[config.mk]
export PLATFORM = sky130hd
export DESIGN_NAME = fifo_wr_arbiter
export DESIGN_NICKNAME = d
export VERILOG_FILES = /design/src/rtl/fifo_wr_arbiter.sv
export SDC_FILE = /design/constraint.sdc
export NUM_CORES = 1
export LEC_CHECK = 0
export CORE_MARGIN = 2
export CORE_UTILIZATION = 41
export DETAILED_ROUTE_END_ITERATION = 10
export GPL_ROUTABILITY_DRIVEN = 0
export HOLD_SLACK_MARGIN = 0.1
export PLACE_DENSITY = 0.8
export REMOVE_ABC_BUFFERS = 1
export SLEW_MARGIN = 10
export SYNTH_ARGS = -nofsm -noshare
export SYNTH_HDL_FRONTEND = slang
export SYNTH_SLANG_ARGS = --single-unit
export TNS_END_PERCENT = 50
[constraint.sdc]
create_clock -name clk -period 3.2 [get_ports clk]
set_clock_uncertainty 0.2 [all_clocks]
set_input_delay 0.32 -clock clk [delete_from_list [all_inputs] [get_ports clk]]
set_output_delay 0.32 -clock clk [all_outputs]
set_load 0.005 [all_outputs]
[src/rtl/fifo_wr_arbiter.sv]
`default_nettype none
// ============================================================================
// Module   : fifo_wr_arbiter
// Purpose  : Round-robin arbiter sharing one FIFO write port between N_REQ
//            producers. It keeps a conservative local occupancy count so that
//            a full FIFO is never written, and it allows bounded bursts
//            (up to MAX_BURST back-to-back grants) per owner. The winning
//            write is registered onto fifo_wr_en_o / fifo_wr_data_o.
// Ports    :
//   clk            - clock, rising edge
//   rst_n          - asynchronous active-low reset
//   req_i          - per-requester write request, held until granted
//   req_data_i     - per-requester data, slice i = [i*WIDTH +: WIDTH]
//   gnt_o          - combinational one-hot (or zero) grant
//   fifo_wr_en_o   - registered FIFO write strobe
//   fifo_wr_data_o - registered FIFO write data
//   fifo_rd_en_i   - tap of the FIFO read enable
//   fifo_empty_i   - FIFO empty flag
//   fifo_full_i    - FIFO full flag (error detection only)
//   level_o        - local occupancy count incl. the in-flight write
//   owner_o        - index of the last granted requester
//   ovf_err_o      - sticky write-while-full error
// Revision : 1.0 - initial release
// ============================================================================
module fifo_wr_arbiter #(
  parameter int N_REQ     = 4,
  parameter int WIDTH     = 8,
  parameter int DEPTH     = 8,
  parameter int CNT_W     = 4,
  parameter int MAX_BURST = 2,
  localparam int OWN_W    = $clog2(N_REQ)
) (
  input  logic                   clk,
  input  logic                   rst_n,
  input  logic [N_REQ-1:0]       req_i,
  input  logic [N_REQ*WIDTH-1:0] req_data_i,
  output logic [N_REQ-1:0]       gnt_o,
  output logic                   fifo_wr_en_o,
  output logic [WIDTH-1:0]       fifo_wr_data_o,
  input  logic                   fifo_rd_en_i,
  input  logic                   fifo_empty_i,
  input  logic                   fifo_full_i,
  output logic [CNT_W-1:0]       level_o,
  output logic [OWN_W-1:0]       owner_o,
  output logic                   ovf_err_o
);

  localparam int                 BC_W    = $clog2(MAX_BURST + 1);
  localparam logic [CNT_W-1:0]   DEPTH_C = CNT_W'(DEPTH);
  localparam logic [BC_W-1:0]    MAX_BC  = BC_W'(MAX_BURST);
  localparam logic [OWN_W:0]     NREQ_C  = (OWN_W+1)'(N_REQ);
  localparam logic [OWN_W-1:0]   OWN_RST = OWN_W'(N_REQ - 1);

  typedef enum logic [0:0] {
    S_IDLE  = 1'b0,
    S_BURST = 1'b1
  } state_e;

  state_e             state_q, state_d;
  logic [OWN_W-1:0]   owner_q, owner_d;
  logic [BC_W-1:0]    bcnt_q, bcnt_d;
  logic [CNT_W-1:0]   level_q, level_d;
  logic               wr_en_q;
  logic [WIDTH-1:0]   wr_data_q;
  logic               ovf_q;

  logic               space;
  logic               cont;
  logic               rr_found;
  logic [OWN_W-1:0]   rr_idx;
  logic [OWN_W:0]     rr_sum;
  logic               grant;
  logic [OWN_W-1:0]   gidx;
  logic               push;
  logic               pop;

  // A same-cycle pop is deliberately not credited here: the count stays
  // conservative and gnt_o never depends on the FIFO flags.
  assign space = (level_q < DEPTH_C);

  // Current owner may keep the port while it still requests and its burst
  // budget is not used up.
  assign cont = (state_q == S_BURST) && req_i[owner_q] && (bcnt_q < MAX_BC);

  // Round-robin search starting at owner+1; iterating from the far end
  // lets the nearest requester overwrite the result, so the owner itself
  // (offset N_REQ) is searched last.
  always_comb begin
    rr_found = 1'b0;
    rr_idx   = '0;
    rr_sum   = '0;
    for (int k = N_REQ; k >= 1; k--) begin
      rr_sum = {1'b0, owner_q} + (OWN_W+1)'(k);
      if (rr_sum >= NREQ_C) begin
        rr_sum = rr_sum - NREQ_C;
      end
      if (req_i[rr_sum[OWN_W-1:0]]) begin
        rr_found = 1'b1;
        rr_idx   = rr_sum[OWN_W-1:0];
      end
    end
  end

  // A continuing owner that lacks space stalls: nobody else may preempt it.
  always_comb begin
    if (cont) begin
      grant = space;
      gidx  = owner_q;
    end else begin
      grant = rr_found & space;
      gidx  = rr_idx;
    end
    // Keep the grant low while reset is asserted.
    grant = grant & rst_n;
  end

  assign gnt_o = grant ? ({{(N_REQ-1){1'b0}}, 1'b1} << gidx) : '0;

  assign push = grant;
  assign pop  = fifo_rd_en_i & ~fifo_empty_i & (level_q != '0);

  always_comb begin
    state_d = state_q;
    owner_d = owner_q;
    bcnt_d  = bcnt_q;
    if (grant) begin
      state_d = S_BURST;
      owner_d = gidx;
      bcnt_d  = cont ? (bcnt_q + BC_W'(1)) : BC_W'(1);
    end else if (req_i == '0) begin
      state_d = S_IDLE;
      bcnt_d  = '0;
    end
  end

  always_comb begin
    level_d = level_q;
    if (push && !pop) begin
      level_d = level_q + CNT_W'(1);
    end else if (pop && !push) begin
      level_d = level_q - CNT_W'(1);
    end
  end

  always_ff @(posedge clk or negedge rst_n) begin
    if (!rst_n) begin
      state_q   <= S_IDLE;
      owner_q   <= OWN_RST;
      bcnt_q    <= '0;
      level_q   <= '0;
      wr_en_q   <= 1'b0;
      wr_data_q <= '0;
      ovf_q     <= 1'b0;
    end else begin
      state_q <= state_d;
      owner_q <= owner_d;
      bcnt_q  <= bcnt_d;
      level_q <= level_d;
      wr_en_q <= grant;
      if (grant) begin
        wr_data_q <= req_data_i[gidx*WIDTH +: WIDTH];
      end
      ovf_q <= ovf_q | (wr_en_q & fifo_full_i);
    end
  end

  assign fifo_wr_en_o   = wr_en_q;
  assign fifo_wr_data_o = wr_data_q;
  assign level_o        = level_q;
  assign owner_o        = owner_q;
  assign ovf_err_o      = ovf_q;

endmodule
`default_nettype wire

# Word-level counts from Yosys, hierarchy flattened
# Cells that the tools add are included.
# totals
reg_bits	19
in_bits	41
wordCells	80
# op_classes
n_addsub	11
order_cmp	11
n_shift	2
muxes	32
bitwise_logic	7
n_reduce_logical	10
# op_table
cell	count
$shiftx 32x6->8	1
$mux 2	12
$lt 2x3->1 const B	5
$ge 3x3->1 const B	4
$mux 1	12
$mux 4	3
$bmux 1 s2	5
$sub 2x1->2 const B	4
$add 2x2->3 const B	2
$and 1x1->1	5
$add 4x1->4 const B	1
$logic_and 1x1->1	4
$logic_not 4->1	1
$lt 4x4->1 const B	1
$reduce_bool 2->1	2
$reduce_bool 4->1	1
$shl 1x2->4 const A	1
$sub 4x1->4 const B	1
$add 2x1->3 const B	1
$add 2x3->3 const B	1
$add 2x1->2 const B	1
$logic_not 1->1	2
$lt 2x2->1 const B	1
$not 1->1	1
$or 1x1->1	1

# Logic depth before layout (Yosys ltp)
# Gate-level depths: netlist of the first run.
# logic_depth
word_depth	16
ltp_mapped	11
ltp_nobuf	11

# Worst setup path before layout of the first run
# OpenSTA, ideal clock, no wires.
# synth_timing
path_kind	input port to flip-flop
from	in req_i[0]
to	reg level_q[3] (netlist: level_o[3])
setup_time_ns	0.125
arrival_time_ns	2.256
required_time_ns	2.875
path_slack_ns	0.618
path_stages	11
path_cell_list	nor4_1 nand2b_1 inv_1 ha_1 inv_1 ha_1 a21o_1 a21oi_1 xnor2_1 nor2_1 xor2_1
# synth_via
elab_chain_cells	12
elab_cells_between_ends	24
classes_between	mux: 16; bitwise: 2; reduce/logical: 6
# synth_rtl
item	line_no	source
from (decl)	35	input logic [N_REQ-1:0] req_i,
$bmux 1 s2	97	if (req_i[rr_sum[OWN_W-1:0]]) begin
$mux 1 (not written as such)	97	
$mux 1 (4 in a row)	97	
$and 1x1->1	110	grant = rr_found & space;
$mux 1 (*)	106	if (cont) begin
$and 1x1->1 (*)	114	grant = grant & rst_n;
via grant	72	logic grant;
$logic_not 1->1	140	end else if (pop && !push) begin
$logic_and 1x1->1	140	
$reduce_bool 2->1 (no line)	-	
to (signal assigned)	158	level_q <= level_d;
to (decl)	62	logic [CNT_W-1:0] level_q, level_d;
# Mark *: on every way through the listed nets, which the timed path passes. The rest lies on a longest branch. The select of a mux whose other input is x is not followed.
# A chain may end at the register's enable or synchronous reset.

# Final worst setup path of the first run
# layout_timing
from	reg owner_q[0] (netlist: owner_o[0])
to	out gnt_o[0]
# layout_via
elab_chain_cells	13
elab_cells_between_ends	42
classes_between	add/sub: 8; order compare: 4; shift: 1; mux: 25; bitwise: 2; reduce/logical: 2
# layout_rtl
item	line_no	source
from (decl)	60	logic [OWN_W-1:0] owner_q, owner_d;
from (signal assigned)	156	owner_q <= owner_d;
$add 2x3->3	93	rr_sum = {1'b0, owner_q} + (OWN_W+1)'(k);
$ge 3x3->1 / $sub 2x1->2 (equally long branches)	94, 95	
$mux 2	94	if (rr_sum >= NREQ_C) begin
$bmux 1 s2	97	
$mux 1 (not written as such)	97	
$mux 1 (4 in a row)	97	
$and 1x1->1	110	
$mux 1	106	
$and 1x1->1	114	
$mux 4 (*)	117	assign gnt_o = grant ? ({{(N_REQ-1){1'b0}}, 1'b1} << gidx) : '0;
to (decl)	37	output logic [N_REQ-1:0] gnt_o,
# Every way passes the cells marked *; elsewhere a longest branch is shown, timed or not. The select of a mux whose other input is x is not followed.

==> results of run 1 <==
==> synthesized netlist by cell type (all sizes together) <==
cell type,count
ha,3
a21oi,4
nand3,1
nand2,13
nand3b,10
xor2,1
clkbuf,1
nor4,2
mux2i,10
o22ai,2
or4,2
dfrtp,17
o21bai,1
buf,4
o2bb2ai,1
a32oi,1
mux2,2
nor3,3
a2bb2oi,1
fa,1
o211ai,14
a31oi,1
nand2b,5
dfstp,2
a21o,3
and2,2
xnor2,3
or3b,1
o21ai,4
nor2,13
nor2b,2
inv,2
==> power by group through the flow <==
stage,clock network [mW],registers [mW],logic (mW)
after floorplan,0,0.465,0.603
after global placement,0,0.474,1.04
after CTS,0.132,0.466,1.09
final,0.127,0.463,1.14
after global routing,0.145,0.479,1.25
after detailed placement,0,0.481,1.06
==> repair_timing <==
item	in CTS	in global routing
cloned	0	0
endpoints found under the setup margin	4	4
hold buffers	0	0
gates resized for setup	1	5
setup buffers	2	2
==> through the flow <==
stage	utilization (%)	cells	hold slack [ns]
2_1_floorplan	-	127	-0.176
3_3_place_gp	65.2	239	0.236
3_5_place_dp	65.2	239	0.251
4_1_cts	66.8	245	0.204
5_1_grt	68.1	247	0.226
6_report	68.1	247	0.206
==> per-layer routing <==
metal	routed length, um	vias up	track usage (%)
met3	131	4	2.77
met2	1910	37	36.6
met4	36	0	9.01
met1	1530	611	26.6
met5	0	-	0
li1	-	629	-
==> kinds of logic after synthesis <==
logic type	share of synthesized area (%)
DFF	36.1
and+or+nand+nor	22.5
xor gates and xnor gates	2.64
muxes	10.2
adders and majority gates	4.34
buffers and inverters	4.25
AOI/OAI and AO/OA	20.0
==> final timing paths <==
path                       startpoint    endpoint  slack [ns]
max                        owner_o[0]    gnt_o[0]        0.13
min                             rst_n   bcnt_q[1]        0.21
max reg2reg                level_o[0]  level_o[3]        0.55
min reg2reg                 ovf_err_o   ovf_err_o        0.27
max in group asynchronous       rst_n  owner_o[0]        2.33
min in group clk            ovf_err_o   ovf_err_o        0.27
==> layout make-up <==
| class | instances | area, sq um | area share [%] |
|---|---|---|---|
| inverters | 2 | 7.51 | 0.361 |
| well taps | 44 | 55.1 | 2.65 |
| flip-flops and latches | 19 | 478 | 23.0 |
| multi-input cells | 106 | 815 | 39.2 |
| clock inverters | 1 | 7.51 | 0.361 |
| clock buffers | 3 | 22.5 | 1.08 |
| repair buffers | 72 | 693 | 33.4 |
==> worst max-delay path: stages, from the launching register on <==
cell             delay, ns
dfstp_2               0.43
or3b_2                0.49
o22ai_2               0.18
buf_4                 0.16
mux2_4                0.33
nor3_2                0.14
clkdlybuf4s50_1       0.53
==> sequential cells by signal, indices dropped and copies added, names as in the netlist <==
| name | flops |
|---|---|
| state_q | 1 |
| bcnt_q | 2 |
| ovf_err_o | 1 |
| fifo_wr_data_o | 8 |
| owner_o | 2 |
| fifo_wr_en_o | 1 |
| level_o | 4 |
==> run summary, run 1 <==
chip height - 60.9 um
crit start category - flip-flop
most common cell after layout, fill and taps aside - clkdlybuf4s50_1
Setup CP Type - reg2out
Avg WL per Cell - 14.6 um
first-pass GRT wire length - 5930 um
Max Fclk - 325 MHz
min setup slack post-route - 0.126 ns
internal power - 1.03 mW
final WL - 3600 um
setup TNS - 0 ns
headroom to the max-slew limit - 64.2%
critical path data required time - 2.68 ns
endpoint class of the critical path - primary output
post-synthesis cell area - 1330 sq um
share of the synthesized area in the top cell type - 32.1%
Seq pwr share - 26.7%
register area share after synthesis - 36.1%
GR Overflow Total - 0
initial cell density of the core - 43.4%
Clock Tree Buf Depth - 2
CTS root buf - clkbuf_4
Die Area - 3700 sq um
crit share post-route - 96.1%
final instance area - 2080 sq um
VDD IR max - 418 uV
All-Layer GR Usage - 21.2%
Pleak - 0.853 nW
PwrDens - 833 nW/um^2
status - complete, no violations
Worst EP arrival - 2.55 ns
most frequent cells in the layout - clkdlybuf4s50_1 (59), dfrtp_1 (17), nor2_1 (12), buf_4 (12), nand2_1 (11)
I/O pin total - 61
core area - 3050 sq um
synth top area cells - dfrtp_1 (32%), mux2i_1 (6.8%), o211ai_2 (6.6%), nand3b_1 (5.7%), dfstp_2 (4.0%)
Crit Path Max Fanout - 8
DRT Pass-1 Iters - 4
Post-DP Area - 1990 sq um
unrepaired setup endpoints after global routing - true
n_diodes - 0
total of warnings raised by yosys - 0
DRC - 0
Fin. Hold Viols - 0
cts bufs inserted - 3
Tmin final - 3.07 ns
DP HPWL - 2800 um
Synth cell types - 39
NetSw - 0.698 mW
CTS tree - yes
initial antenna violation count - 0
DR vias/cell - 5.19
Worst-Margin Slew - 0.537 ns
post-route ant nets - 0
Final Setup Violations - 0
max-slew violations - 0
Fill cells - 251
clock-pin slew on the worst setup and hold paths - 0.12 ns
top cell type by total area after synthesis - dfrtp_1
post-synthesis register bit count - 19
clock insertion delay at the later pin of the skew report - 0.30 ns
drt initial violations - 79
Syn Inst Count - 132
area grow syn2layout - 56.8%
DR vias - 1281
nets@finish - 249
sw frac - 40.3%
Logic pwr share - 65.9%
vias in the first global route - 1348
Tot Pwr - 1.73 mW
dpl ws - 0.0870 ns
largest net degree at the start of global routing - 21
max cap viols - 0
CTS HTree Levels - 1
syn_area_per_cell - 10.0 sq um
Rows - 20
Die Span X - 60.9 um
Sink Count - 19
R2R cell count - 10
HP Class - in2async
fraction of layout cells with a size suffix above 1 - 17.7%
Clock power frac - 7.3%
IO buf count - 60
No activity file was read; power rests on OpenSTA's default activity.
==> run 2, diff against run 1 <==
CTS_CLUSTER_DIAMETER = 30   (was unset)
==> results of run 2 <==
Final layout, timing and power as in run 1 (identical DEF).
